**src/rtl/rob_pkg.sv**
```systemverilog
// Shared ROB definitions: field widths, entry record and tag/index conversion.
package rob_pkg;

   localparam int TAG_INVALID    = 0;
   localparam int INST_TAG_WIDTH = 4;
   localparam int COMMON_WIDTH   = 32;
   localparam int REG_NUM_WIDTH  = 5;
   localparam int OP_TYPE_WIDTH  = 4;
   localparam int ROB_DEPTH      = 8;

   typedef struct packed {
      logic                     busy;
      logic                     ready;
      logic [REG_NUM_WIDTH-1:0] rd;
      logic [OP_TYPE_WIDTH-1:0] op;
      logic [COMMON_WIDTH-1:0]  val;
   } rob_entry_t;

   // Tag 0 is reserved, so tag = index + 1.
   function automatic logic [INST_TAG_WIDTH-1:0] idx2tag(input logic [INST_TAG_WIDTH-1:0] idx);
      return idx + 1'b1;
   endfunction

   function automatic logic [INST_TAG_WIDTH-1:0] tag2idx(input logic [INST_TAG_WIDTH-1:0] tag);
      return tag - 1'b1;
   endfunction

endpackage

```
**src/rtl/rob_ptr.sv**
```systemverilog
// Wrapping index counter 0..DEPTH-1 with increment enable and synchronous clear.
module rob_ptr #(
   parameter int DEPTH = 8,
   parameter int W     = $clog2(DEPTH)
) (
   input  logic         clk_i,
   input  logic         rst_i,
   input  logic         clr_i,
   input  logic         inc_i,
   output logic [W-1:0] idx_o
);

   logic [W-1:0] idx_q, idx_d;

   always_comb begin
      idx_d = idx_q;
      if (inc_i) idx_d = (idx_q == W'(DEPTH - 1)) ? '0 : idx_q + 1'b1;
   end

   // NOTE: state registers use non-blocking assignment so every flop samples pre-edge values.
   always_ff @(posedge clk_i) begin
      if (rst_i || clr_i) idx_q <= '0;
      else                idx_q <= idx_d;
   end

   assign idx_o = idx_q;

endmodule

```
**src/rtl/rob.sv**
```systemverilog
// Reorder buffer: tag allocation, writeback capture and in-order commit.
// Optional same-edge commit of a head writeback: define ROB_COMMIT_BYPASS_EN.
module rob
   import rob_pkg::*;
#(
   parameter int DEPTH = ROB_DEPTH,
   parameter int TAG_W = INST_TAG_WIDTH
) (
   input  logic                     clk_i,
   input  logic                     rst_i,
   input  logic                     flush_i,
   input  logic                     alloc_req_i,
   input  logic [REG_NUM_WIDTH-1:0] alloc_rd_i,
   input  logic [OP_TYPE_WIDTH-1:0] alloc_op_i,
   output logic [TAG_W-1:0]         avail_tag_o,
   output logic                     full_o,
   input  logic                     wb_en_i,
   input  logic [TAG_W-1:0]         wb_tag_i,
   input  logic [COMMON_WIDTH-1:0]  wb_val_i,
   output logic                     commit_en_o,
   output logic                     commit_we_o,
   output logic [REG_NUM_WIDTH-1:0] commit_rd_o,
   output logic [TAG_W-1:0]         commit_tag_o,
   output logic [COMMON_WIDTH-1:0]  commit_val_o
);

   localparam int IDX_W = $clog2(DEPTH);
   localparam int CNT_W = $clog2(DEPTH + 1);

   rob_entry_t entries_q [DEPTH];
   rob_entry_t entries_d [DEPTH];
   rob_entry_t head_e;
   logic [CNT_W-1:0] count_q, count_d;
   logic [IDX_W-1:0] head_idx, tail_idx, wb_idx;
   logic [TAG_W-1:0] head_tag, tail_tag;
   logic full, do_alloc, wb_in_range, wb_hit, bypass, do_commit;

   logic                     commit_en_q, commit_en_d, commit_we_q, commit_we_d;
   logic [REG_NUM_WIDTH-1:0] commit_rd_q, commit_rd_d;
   logic [TAG_W-1:0]         commit_tag_q, commit_tag_d;
   logic [COMMON_WIDTH-1:0]  commit_val_q, commit_val_d;

   rob_ptr #(.DEPTH(DEPTH)) u_head (
      .clk_i(clk_i), .rst_i(rst_i), .clr_i(flush_i), .inc_i(do_commit), .idx_o(head_idx)
   );
   rob_ptr #(.DEPTH(DEPTH)) u_tail (
      .clk_i(clk_i), .rst_i(rst_i), .clr_i(flush_i), .inc_i(do_alloc), .idx_o(tail_idx)
   );

   assign head_tag    = TAG_W'(idx2tag(INST_TAG_WIDTH'(head_idx)));
   assign tail_tag    = TAG_W'(idx2tag(INST_TAG_WIDTH'(tail_idx)));
   assign wb_idx      = IDX_W'(tag2idx(INST_TAG_WIDTH'(wb_tag_i)));
   assign head_e      = entries_q[head_idx];

   assign full        = (count_q == CNT_W'(DEPTH));
   assign full_o      = full;
   assign avail_tag_o = full ? TAG_W'(TAG_INVALID) : tail_tag;
   assign do_alloc    = alloc_req_i && !full;

   assign wb_in_range = (wb_tag_i != TAG_W'(TAG_INVALID)) && (wb_tag_i <= TAG_W'(DEPTH));
   assign wb_hit      = wb_en_i && wb_in_range && entries_q[wb_idx].busy;

`ifdef ROB_COMMIT_BYPASS_EN
   assign bypass = wb_hit && (wb_idx == head_idx) && !head_e.ready;
`else
   assign bypass = 1'b0;
`endif
   assign do_commit = (head_e.busy && head_e.ready) || bypass;

   // NOTE: every always_comb output gets a default first so no path can infer a latch.
   always_comb begin
      entries_d = entries_q;
      if (wb_hit) begin
         entries_d[wb_idx].ready = 1'b1;
         entries_d[wb_idx].val   = wb_val_i;
      end
      if (do_commit) entries_d[head_idx] = '0;
      if (do_alloc) begin
         entries_d[tail_idx]      = '0;
         entries_d[tail_idx].busy = 1'b1;
         entries_d[tail_idx].rd   = alloc_rd_i;
         entries_d[tail_idx].op   = alloc_op_i;
      end
      count_d = count_q + CNT_W'(do_alloc) - CNT_W'(do_commit);

      commit_en_d  = 1'b0;
      commit_we_d  = 1'b0;
      commit_rd_d  = '0;
      commit_tag_d = '0;
      commit_val_d = '0;
      if (do_commit) begin
         commit_en_d  = 1'b1;
         commit_we_d  = (head_e.rd != '0);
         commit_rd_d  = head_e.rd;
         commit_tag_d = head_tag;
         commit_val_d = bypass ? wb_val_i : head_e.val;
      end
   end

   // NOTE: the whole entry array is cleared, not just busy/ready, so stale rd/val never survive a flush.
   always_ff @(posedge clk_i) begin
      if (rst_i || flush_i) begin
         for (int i = 0; i < DEPTH; i++) entries_q[i] <= '0;
         count_q      <= '0;
         commit_en_q  <= 1'b0;
         commit_we_q  <= 1'b0;
         commit_rd_q  <= '0;
         commit_tag_q <= '0;
         commit_val_q <= '0;
      end else begin
         for (int i = 0; i < DEPTH; i++) entries_q[i] <= entries_d[i];
         count_q      <= count_d;
         commit_en_q  <= commit_en_d;
         commit_we_q  <= commit_we_d;
         commit_rd_q  <= commit_rd_d;
         commit_tag_q <= commit_tag_d;
         commit_val_q <= commit_val_d;
      end
   end

   assign commit_en_o  = commit_en_q;
   assign commit_we_o  = commit_we_q;
   assign commit_rd_o  = commit_rd_q;
   assign commit_tag_o = commit_tag_q;
   assign commit_val_o = commit_val_q;

endmodule

```
**config.mk**
```make
export PLATFORM = sky130hd
export DESIGN_NAME = rob
export DESIGN_NICKNAME = d
export VERILOG_FILES = /design/src/rtl/rob_pkg.sv /design/src/rtl/rob_ptr.sv /design/src/rtl/rob.sv
export SDC_FILE = /design/constraint.sdc
export NUM_CORES = 1
export LEC_CHECK = 0
export BUFFER_PORTS_ARGS = -buffer_cell sky130_fd_sc_hd__buf_4
export CAP_MARGIN = 20
export CORE_AREA = 2 2 196 198
export DETAILED_ROUTE_END_ITERATION = 7
export DIE_AREA = 0 0 198 200
export GPL_TIMING_DRIVEN = 0
export SLEW_MARGIN = 10
export SYNTH_ARGS = -nofsm -noshare
export SYNTH_HDL_FRONTEND = slang
export SYNTH_HIERARCHICAL = 1
export SYNTH_SLANG_ARGS = --single-unit
```
**constraint.sdc**
```tcl
create_clock -name clk_i -period 4.26 [get_ports clk_i]
set_input_delay 0.426 -clock clk_i [delete_from_list [all_inputs] [get_ports clk_i]]
set_output_delay 0.426 -clock clk_i [all_outputs]
set_load 0.02 [all_outputs]
```
Word-level counts from Yosys, hierarchy flattened
Cells that the tools add are included.
{"block": "word_totals", "register_bits": 397, "output_inout_bits": 48, "input_bits": 50}
{"block": "classes", "n_reduce_logical": 13, "n_eq_ne": 3, "bitwise": 8, "n_mux": 32, "order_cmp": 7, "n_addsub": 7}
{"op": "344-bit bitwise mux", "count": 5}
{"op": "344-bit 2-to-1 mux", "count": 3}
{"op": "43-bit demux with 3-bit select", "count": 7}
{"op": "344-bit bitwise AND", "count": 2}
{"op": "344-bit inverter", "count": 2}
{"op": "43-bit 2-to-1 mux", "count": 7}
{"op": "43-bit binary-select mux with 3-bit select", "count": 2}
{"op": "42-bit 2-to-1 mux", "count": 1}
{"op": "41-bit 2-to-1 mux", "count": 1}
{"op": "36-bit 2-to-1 mux", "count": 1}
{"op": "32-bit 2-to-1 mux", "count": 1}
{"op": "4-bit greater-or-equal comparator, second input constant", "count": 3}
{"op": "4-bit by 1-bit less-than comparator with 1-bit output, second input constant", "count": 3}
{"op": "3-bit inverter with 4-bit output", "count": 3}
{"op": "3-bit by 1-bit adder with 4-bit output, second input constant", "count": 2}
{"op": "1-bit logical AND", "count": 8}
{"op": "3-bit by 1-bit adder with 3-bit output, second input constant", "count": 2}
{"op": "3-bit equality test, second input constant", "count": 2}
{"op": "3-bit 2-to-1 mux", "count": 2}
{"op": "5-bit nonzero test", "count": 1}
{"op": "4-bit by 1-bit adder with 4-bit output", "count": 1}
{"op": "4-bit equality test, second input constant", "count": 1}
{"op": "4-bit less-or-equal comparator, second input constant", "count": 1}
{"op": "4-bit 2-to-1 mux", "count": 1}
{"op": "8 further kinds", "count": 8}

Depth between registers and ports, before layout
{"block": "depth", "ltp_word": 16, "depth_mapped": 15, "ltp_nobuf": 13}

Cells and area by module
Netlist, hierarchy kept.
{"mod": "rob", "seq_area_each_um2": 7186.9, "cells_each": 1615, "area_per_inst_um2": 14523.9, "n_inst": 1}
{"mod": "rob_ptr", "seq_area_each_um2": 60.1, "cells_each": 13, "area_per_inst_um2": 148.9, "n_inst": 2}

Worst setup path after synthesis
No wires, ideal clock.
{"block": "synth_path", "path_type": "reg-to-reg", "from": "reg u_head.idx_q[1], in the netlist u_head/idx_o[1]", "to": "reg count_q[2]", "n_path_buf": 3, "t_arrival_ps": 3055, "stages_incl_launch_ff": 14, "path_slack_ps": 1078, "setup_ps": 128, "cell_sequence": "dfxtp_1 buf_2 mux2_2 a32o_1 a211o_1 and2_1 clkbuf_1 buf_2 ha_1 inv_1 ha_1 fa_1 xnor2_1 nor2_1"}
{"block": "synth_via", "elab_chain_cells": 6}
{"element": "from (decl)", "line_no": "rob_ptr.sv:13", "rtl": "logic [W-1:0] idx_q, idx_d;"}
{"element": "from (signal assigned)", "line_no": "rob_ptr.sv:23", "rtl": "else idx_q <= idx_d;"}
{"element": "3-bit inverter with 4-bit output (implied by the code)", "line_no": "rob.sv:53", "rtl": "assign head_e = entries_q[head_idx];"}
{"element": "43-bit binary-select mux with 3-bit select", "line_no": "rob.sv:53"}
{"element": "43-bit 2-to-1 mux (implied by the code) (2 in series)", "line_no": "rob.sv:53"}
{"element": "1-bit logical AND", "line_no": "rob.sv:68", "rtl": "assign do_commit = (head_e.busy && head_e.ready) || bypass;"}
{"element": "4-bit by 1-bit subtractor with 4-bit output", "line_no": "rob.sv:84", "rtl": "count_d = count_q + CNT_W'(do_alloc) - CNT_W'(do_commit);"}
{"element": "to (signal assigned)", "line_no": "rob.sv:112", "rtl": "count_q <= count_d;"}
{"element": "to (decl)", "line_no": "rob.sv:33", "rtl": "logic [CNT_W-1:0] count_q, count_d;"}
Every way passes these cells. The select of a mux whose other input is x is not followed.
A chain may end at the register's enable or synchronous reset.

Worst setup path after layout
{"block": "layout_path", "from": "reg u_head.idx_q[0], in the netlist u_head/idx_o[0]", "to": "reg count_q[3]"}
Same word-level chain as after synthesis.

==> flow_summary.yaml <==
run_status:
  outcome: "completed"
yosys:
  yosysMostFrequentCell: "dfxtp_1"
  yosys_warnings: 6
  synth_edf_count: 0
  synth_area_leaders: "dfxtp_1 (49%), mux2i_1 (9.0%), nand2_1 (7.5%)"
  yosysUniqueCellTypes: 58
  synth_common_cells: "dfxtp_1 (365), nand2_1 (295), nor2_1 (169)"
  avgSynthCellArea_sq_um: 9.03
  syn_area_sq_mm: 0.0148
  syn_inst: 1641
  synth_top_area_frac: 0.493
  ys_ff_latch: 365
  ys_seq_area_frac: 0.493
  postSynth.asyncResetShare: 0
  syn_nets: 1704
  synth_ff_type: "dfxtp_1"
  synth_top_area_cell: "dfxtp_1"
flow_run:
  drv_cap: 0
timing:
  finalSetupViolCount: 0
  clock_skew_ns: 0.0312
  maxSlewHeadroom: 0.219
  setup-tns-final_ns: 0
  tightest_slew_ns: 1.17
  rsz0062_at_grt: "no"
  setup_ws_ns: 0.305
  hold_viol_final: 0
  finalCritPeriodShare: 0.928
  hold_ws_ns: 0.124
  drv_slew: 0
  fmax_mhz: 253
  fin_crit_ns: 3.96
floorplanning:
  top_level_ports: 98
  start_util: 0.396
  die_y_um: 200
  dieArea_sq_mm: 0.0396
  core.rowCount: 71
  coreArea_sq_mm: 0.0374
  die_x_um: 198
route:
  drt_iter0_markers: 1332
  post_drt_wl_per_cell_um: 22.1
  firstDrtPassIters: 5
  drc: 0
  vias: 13000
  ant_nets: 0
  via_per_inst: 5.68
  wl_mm: 50.7
critical_path:
  timing_worst_setup_path_type: "reg -> reg"
  arrival_ns: 4.36
  cp-start-kind: "flip-flop"
  max_stage_delay_ns: 0.56
  crit_slowest_cell: "clkbuf_1"
  required_ns: 4.66
  worstPathCellList: "buf_6, and3b_1, clkbuf_1, a32o_1, a211o_1, and2_1, clkbuf_1, buf_2, ha_1, inv_1, ha_1, a21o_1, a21oi_1, xor2_1, nor2_1"
  critPathMaxFanout: 15
  cp-end-kind: "flip-flop"
clocking:
  post-cts-setup-buffer-count: 0
  clock_sinks: 365
  hold_buffers: 0
  h-tree-depth: 2
  clk_pin_slew_ns: 0.06
  numCtsBuffers: 40
  cts_tree: "built"
  clk_latency_ns: 0.56
  max-clock-path-buffers: 3
  root_buffer: "clkbuf_16"
  cts_resized: 0
power:
  power_mw: 7.33
  leakage_nw: 6.12
  intPower_mw: 5.72
  power_frac_clock: 0.501
  power_frac_seq: 0.467
  power_frac_comb: 0.031
  p_per_area_mw_per_mm2: 422
  switching_share: 0.219
  ir_drop_mv: 0.307
  switchingPower_mw: 1.61
placed_design:
  pre_cts_ws_ns: 0.409
  dpl_cell_area_sq_mm: 0.0160
  place_hpwl_mm: 33.3
  portBuffers: 61
  place.gp.congestion: 0.850
  dp.cells: 2216
finish:
  drive_above_1_share: 0.129
  final_nets: 1810
  nFillCells: 3636
  final_area_sq_mm: 0.0174
  seqCellArea_sq_mm: 0.00731
  synthToLayoutAreaGrowth_pct: 17.2
  fin_util: 0.465
  multiInputGateArea_sq_mm: 0.00674
  fin_cells: 2292
worst_hold_path:
  hp-class: "in -> reg"
global_routing:
  antenna_found_initial: 2
  grt_start_max_net_pins: 16
  grt_pass1_vias: 12200
  gr-usage-all-layers: 0.256
  grt-ovfl-total: 0
  grt_first_pass_wirelength_mm: 75.8
per-layer routing:
metal	vias up	track usage	wire, um
li1	5932	-	-
met1	6350	0.350	22100
met2	621	0.406	22700
met3	120	0.0467	4220
met4	2	0.0902	1670
met5	-	0	9
cell families after synthesis:
kind of cell / after synthesis / share of synthesized area
AND/OR/NAND/NOR: 532 / 0.150
buffers and inverters: 184 / 0.0539
multiplexers: 148 / 0.106
XOR/XNOR: 5 / 0.00296
flip-flops: 365 / 0.493
adder cells (fa/ha/maj): 13 / 0.0115
AO/OA/AOI/OAI: 394 / 0.182
area by class of cell:
cell class,count,share of cell area
Inverter,24,0.00518
Tap cell,511,0.0368
Multi-Input combinational cell,1092,0.388
Clock buffer,62,0.0711
Timing Repair Buffer,64,0.0275
Clock inverter,12,0.0100
Buffer,160,0.0408
Sequential cell,365,0.421
Antenna cell,2,0.000288
flip-flops by register name, indices dropped and copies added, names as in the netlist:
name          flops
entries_q       312
commit_val_o     32
commit_rd_o       5
commit_tag_o      4
count_q           4
u_head/idx_o      3
u_tail/idx_o      3
commit_en_o       1
commit_we_o       1
cell usage in the layout (no fill, tap or decap), drive strengths merged, types with 9 or more instances in the layout:
cell,count
a32oi,20
clkbuf,141
a22o,43
a21oi,141
nand2,295
mux2i,134
nor2,169
a221oi,34
o22ai,11
dfxtp,365
buf,145
and2,13
nand3,9
inv,27
o21ai,30
ha,12
a31oi,33
a22oi,68
critical path, delay by kind of cell, from the launching register on:
family	cells	cell delay (ns)
compound gates	4	0.89
fa+ha+maj	2	0.47
simple gates	3	0.38
xor+xnor	1	0.19
flops	1	0.40
buf+inv	5	1.48
final timing paths:
path	from	to	slack [ns]	depth (start not counted)
max	u_head/idx_o[0]	count_q[3]	0.30	15
min	rst_i	u_head/idx_o[0]	0.12	2
max reg2reg	u_head/idx_o[0]	count_q[3]	0.30	15
min reg2reg	entries_q[170]	entries_q[170]	0.45	2
power groups by stage:
stage          clock (mW)  sequential [mW]  combinational, mW
6_report             3.67             3.42              0.230
5_1_grt              3.84             3.42              0.245
4_1_cts              3.70             3.42              0.226
3_5_place_dp            0             3.50              0.225
3_3_place_gp            0             3.50              0.221
2_1_floorplan           0             3.50              0.131
Power figures use the tool's default switching activity.
